[config.mk]
export PLATFORM = sky130hd
export DESIGN_NAME = register_file_32
export DESIGN_NICKNAME = d
export VERILOG_FILES = /design/src/rtl/register_file_32.sv
export SDC_FILE = /design/constraint.sdc
export NUM_CORES = 2
export LEC_CHECK = 0
export CORE_MARGIN = 2
export CORE_UTILIZATION = 62
export DETAILED_ROUTE_END_ITERATION = 6
export PLACE_DENSITY_LB_ADDON = 0.3
export SLEW_MARGIN = 20
export SYNTH_ARGS = -nofsm -noshare
export SYNTH_HDL_FRONTEND = slang
export SYNTH_SLANG_ARGS = --single-unit
[constraint.sdc]
create_clock -name clock -period 3.7 [get_ports clock]
set_input_delay 0.74 -clock clock [delete_from_list [all_inputs] [get_ports clock]]
set_output_delay 0.74 -clock clock [all_outputs]
set_load 0.01 [all_outputs]
[src/rtl/register_file_32.sv]
// 32 x DATA_WIDTH register file, one sync write port, two async read ports.
// Optional same-cycle write-to-read forwarding: REGFILE_WRITE_BYPASS_EN.
module register_file_32 #(
   parameter int DATA_WIDTH = 32,
   parameter int ADDR_WIDTH = 5
) (
   input  logic                  clock,
   input  logic                  reset,
   input  logic                  ctrl_writeEnable,
   input  logic [ADDR_WIDTH-1:0] ctrl_writeRegister,
   input  logic [DATA_WIDTH-1:0] data_writeReg,
   input  logic [ADDR_WIDTH-1:0] ctrl_readRegA,
   input  logic [ADDR_WIDTH-1:0] ctrl_readRegB,
   output logic [DATA_WIDTH-1:0] data_readRegA,
   output logic [DATA_WIDTH-1:0] data_readRegB,
   output logic [31:0]           write_strobe
);

   localparam int NREG = 2 ** ADDR_WIDTH;

   logic [DATA_WIDTH-1:0] regs [NREG];
   logic [NREG-1:0]       strobe;
   logic [DATA_WIDTH-1:0] rd_a;
   logic [DATA_WIDTH-1:0] rd_b;

   // Enable gates the compare, so an X address with enable low yields 0.
   always_comb begin
      strobe = '0;
      for (int i = 0; i < NREG; i++) begin
         strobe[i] = ctrl_writeEnable &&
                     (ctrl_writeRegister == ADDR_WIDTH'(i));
      end
   end

   always_ff @(posedge clock) begin
      if (reset) begin
         for (int i = 0; i < NREG; i++) begin
            regs[i] <= '0;
         end
         write_strobe <= '0;
      end else begin
         for (int i = 1; i < NREG; i++) begin
            if (strobe[i]) begin
               regs[i] <= data_writeReg;
            end
         end
         write_strobe <= 32'(strobe);
      end
   end

   always_comb begin
      rd_a = '0;
      rd_b = '0;
      if (ctrl_readRegA != '0) begin
         rd_a = regs[ctrl_readRegA];
      end
      if (ctrl_readRegB != '0) begin
         rd_b = regs[ctrl_readRegB];
      end
   end

`ifdef REGFILE_WRITE_BYPASS_EN
   logic byp_ok;

   assign byp_ok = ctrl_writeEnable && !reset &&
                   (ctrl_writeRegister != '0);

   always_comb begin
      data_readRegA = rd_a;
      data_readRegB = rd_b;
      if (byp_ok && ctrl_readRegA == ctrl_writeRegister) begin
         data_readRegA = data_writeReg;
      end
      if (byp_ok && ctrl_readRegB == ctrl_writeRegister) begin
         data_readRegB = data_writeReg;
      end
   end
`else
   assign data_readRegA = rd_a;
   assign data_readRegB = rd_b;
`endif

endmodule
======== After elaboration in Yosys (flattened, before gate mapping) ========
Memories as Yosys holds them, arrays and structs flattened.
Cells that the tools add are included.
Widths: inputs -> output; s select.
operators by class
  equal/unequal tests ..................... 31
  muxes and demuxes ....................... 128
  bitwise logic cells ..................... 31
  reduce and logical (&&, ||, !) cells .... 35
operators with widths
  kind                number
  $mux 32             33
  $mux 1              95
  $eq 5x5->1 const B  16
  $eq 5x4->1 const B  8
  $logic_and 1x1->1   32
  $or 1x1->1          31
  $eq 5x3->1 const B  4
  $eq 5x2->1 const B  2
  $reduce_bool 5->1   2
  $eq 5x1->1 const B  1
  $logic_not 5->1     1
storage, ports and cells
  register bits ........................... 32
  RAM bits ................................ 1024
  bits of input ports ..................... 50
  output and inout bits ................... 96
  word-level logic and storage cells ...... 227
  memories kept ........................... 1
memory list
  memory  words  width  rd ports  clocked after memory_dff  wr ports  line  text
  regs    32     32     2         0                         32        21    logic [DATA_WIDTH-1:0] regs [NREG];

======== Longest topological paths before layout ========
  depth in word-level cells ............... 6
  gate-level depth with buffers ........... 10
  depth with buffers taken out ............ 4

======== Worst setup path before layout ========
OpenSTA, ideal clock, no wires.
  kind .................................... input to register
  start ................................... input ctrl_writeRegister[1]
  end ..................................... memory regs[12][0] (enable)
  library setup time ...................... 0.428 ns
  arrival time ............................ 2.929 ns
  required time ........................... 3.272 ns
  slack ................................... 0.343 ns
  stages .................................. 4
  buffers on the path ..................... 2
  path through ............................ clkbuf_1 -> or2_2 -> clkbuf_1 -> o21bai_1
RTL lines
  element      line  text
  from (decl)  10    input logic [ADDR_WIDTH-1:0] ctrl_writeRegister,
  to (decl)    21

======== Final worst setup path ========
  start ................................... input ctrl_readRegA[3]
  end ..................................... output data_readRegA[17]
on the way
  longest elaborated chain between the ends .. 2
  elaborated cells on any way between the ends .. 3
  those cells by class .................... 1 x mux; 1 x reduce/logical; 1 x memory
RTL lines
  element                                                    line  text
  from (decl)                                                12    input logic [ADDR_WIDTH-1:0] ctrl_readRegA,
  $mem_v2 32x32 / $reduce_bool 5->1 (equally long branches)  --
  $mux 32 (*)                                                54    if (ctrl_readRegA != '0) begin
  to (decl)                                                  14    output logic [DATA_WIDTH-1:0] data_readRegA,
Mark *: on every way between the ends. The rest lies on a longest branch, timed or not.

==> flow_summary.yaml <==
timing:
  post-route-min-period_ns: 3.74
  whs_ns: 0.847
  finalSetupViolCount: 4
  worst_pin_slew_ns: 0.948
  fmax_mhz: 267
  hold_viol: 0
  rsz0062_at_grt: "true"
  max_slew_margin_pct: 36.6
  post-route-period-util_pct: 101
  maxSlewViolCount: 0
  tns_ns: -0.0688
  setup_ws_ns: -0.0427
logic_synthesis:
  ys.flop_type: "edfxtp_1"
  post_synth_num_cell_types: 44
  postSynthAreaPerCell_um2: 16.1
  syn_area_um2: 50800
  synthesis.nets: 3208
  synth-edff-count: 992
  yosys_warnings: 0
  ys_seq_area_share_pct: 59.9
  synth_cells: 3158
  synth-async-reset-ratio_pct: 0
  synth-seq-cells: 1024
finish:
  finalNetCount: 3509
  fill_cells: 4543
  syn2layout_area_growth_pct: 20.0
  drive_above_1_share_pct: 32.1
clock_tree:
  clock_path_buffers: 3
  cts_tree: "done"
  cts_buffers: 106
  cts_max_level: 3
  root_buffer: "clkbuf_16"
  clkTransAtPathRegs_ns: 0.06
  cts_hold_buf: 0
  clock-sinks: 1024
die:
  num_io_pins: 146
  row_count: 104
  start_util_pct: 62.9
  die_area_um2: 84300
  die_x_um: 290
  die_y_um: 290
  core_region_area_um2: 80800
drt:
  first_iter_violations: 6531
  drc_errors: 7
  wl_per_cell_um: 38.1
  dr.pass1.iters: 7
  wirelength_um: 176000
  dr_total_vias: 35200
  ant_nets: 0
  viasPerCell: 7.61
critical_path:
  end_kind: "output pin"
  path_cells: "dlygate4sd2_1 > buf_4 > nor2b_4 > buf_8 > a22oi_1 > a21boi_1 > a211o_1 > clkdlybuf4s50_1"
  crit_type: "in2out"
  crit_fanout: 11
  worstPathRequired_ns: 2.96
  cpPeakStageDelay_ns: 0.61
  arrival_ns: 3.00
  critPathBufInv: 4
  crit_path_start_kind: "input pin"
  critical_path.top_delay_family: "buffers and inverters"
  slowest_stage: "clkdlybuf4s50_1"
grt:
  grt_pass1_wl_um: 249000
  grt_pass1_vias: 35800
  grt_max_degree: 34
  track_usage_pct: 41.8
  grt_antenna_before_repair: 26
  grt-ovfl-total: 0
status:
  violations: "DRC, setup timing"
  status: "finished with violations"
pwr:
  power.leakage_nw: 21.7
  p_per_area_nw_per_um2: 490
  vdd_drop_max_uv: 425
job:
  cap_violations: 0
place:
  hpwl_um: 105000
  pre_cts_ws_ns: -0.512
  gp_congestion: 0.931
  io_buffers: 145
hold_path:
  min_path_type: "in2reg"
## synthesized netlist by cell type (2+ instances only)
cell type | count | share of area (%)
mux2i_1 | 86 | 1.7
buf_2 | 60 | 0.59
a211o_1 | 30 | 0.52
o32ai_1 | 16 | 0.28
clkbuf_1 | 193 | 1.4
nor2_1 | 174 | 1.3
a221oi_1 | 45 | 0.78
mux4_2 | 428 | 19
nand3b_1 | 2 | 0.030
dfxtp_1 | 32 | 1.3
o31ai_1 | 4 | 0.059
o21ai_1 | 8 | 0.079
edfxtp_1 | 992 | 59
a21boi_1 | 4 | 0.059
a22oi_1 | 106 | 1.6
nor2b_1 | 42 | 0.52
buf_1 | 23 | 0.17
nand2_1 | 25 | 0.18
buf_4 | 8 | 0.12
mux2_2 | 97 | 2.1
or2_2 | 3 | 0.037
a211oi_1 | 3 | 0.044
a21boi_0 | 25 | 0.37
nor3_1 | 15 | 0.15
buf_6 | 10 | 0.22
a22o_1 | 9 | 0.16
and2_1 | 488 | 6.0
o21a_1 | 16 | 0.24
o21ai_0 | 27 | 0.27
a31o_2 | 4 | 0.069
o21bai_1 | 16 | 0.24
a21o_1 | 8 | 0.12
o22ai_1 | 33 | 0.41
nand3_1 | 25 | 0.25
or3_1 | 15 | 0.18
inv_1 | 35 | 0.26
nand2b_1 | 44 | 0.54
## routing by layer
metal | GRT usage, % | wire, um | part of all wire, %
met2 | 63.1 | 79900 | 45
met5 | 0 | 117 | 0.066
met1 | 53.9 | 55000 | 31
met3 | 13.8 | 29000 | 16
met4 | 23.7 | 11900 | 6.8
## logic make-up (layout without fill, tap and decap cells)
group,Yosys count,count (layout),share of synthesized area (%)
AOI/OAI and AO/OA,357,357,5.28
buffers and inverters,329,719,2.78
DFF,1024,1024,59.9
muxes,611,611,22.8
other,0,14,0
and+or+nand+nor,837,837,9.24
## area by class of cell
cell class	instances	area (um2)	area share (%)
antenna	14	35.0	0.0575
tap	1060	1330	2.18
clock buffer	120	2830	4.64
clock inverter	77	983	1.61
sequential	1024	30400	49.9
inverter	35	131	0.215
multi-input combinational	1805	19500	31.9
timing repair buffer	487	5780	9.48
## where the power goes
part,internal [mW],leakage [nW],switching [mW]
sequential,13.6,9.77,0.436
combinational,1.91,10.1,2.21
clock,7.08,1.86,4.67
## cell usage in the layout, fill, tap and decap left out, types with 26 or more instances in the layout
master,instances
a211o_1,29
a221oi_1,43
a22oi_1,98
and2_1,487
buf_12,110
buf_4,204
clkbuf_16,110
clkdlybuf4s50_1,81
clkinv_2,26
dfxtp_1,32
dlygate4sd2_1,35
edfxtp_1,992
inv_1,35
mux2_2,97
mux2i_1,83
mux4_2,428
nand2b_1,41
nor2_1,156
nor2b_1,34
o21ai_0,26
o22ai_1,33
## flip-flops by register name (all words and copies together), names as in the netlist
name	cells
regs	992
write_strobe	32
## through the flow
| step | total power [mW] | instance area [um2] | instances | utilization (%) |
|---|---|---|---|---|
| final | 29.9 | 61000 | 4622 | 75.4 |
| after global routing | 30.4 | 61000 | 4615 | 75.4 |
| after CTS | 29.6 | 60700 | 4591 | 75.1 |
| after detailed placement | 18.1 | 56300 | 4375 | 69.7 |
| after global placement | 17.9 | 56300 | 4375 | 69.7 |
| after floorplan | 16.2 | 50800 | 3158 | - |
## worst paths after layout
path	start	to	cells past startpoint	slack, ns
hold / removal	reset	write_strobe[16]	4	0.85
setup / recovery	ctrl_readRegA[3]	data_readRegA[17]	8	-0.04
## timing repair
action                                  CTS  global route
cloned                                    6             0
pin swaps                                 5             8
endpoints found under the setup margin   63            25
resized for setup                        93            38
endpoints found under the hold margin     0             0
buffers inserted                         13            17
Note: power is estimated with default switching activity, not from simulation.
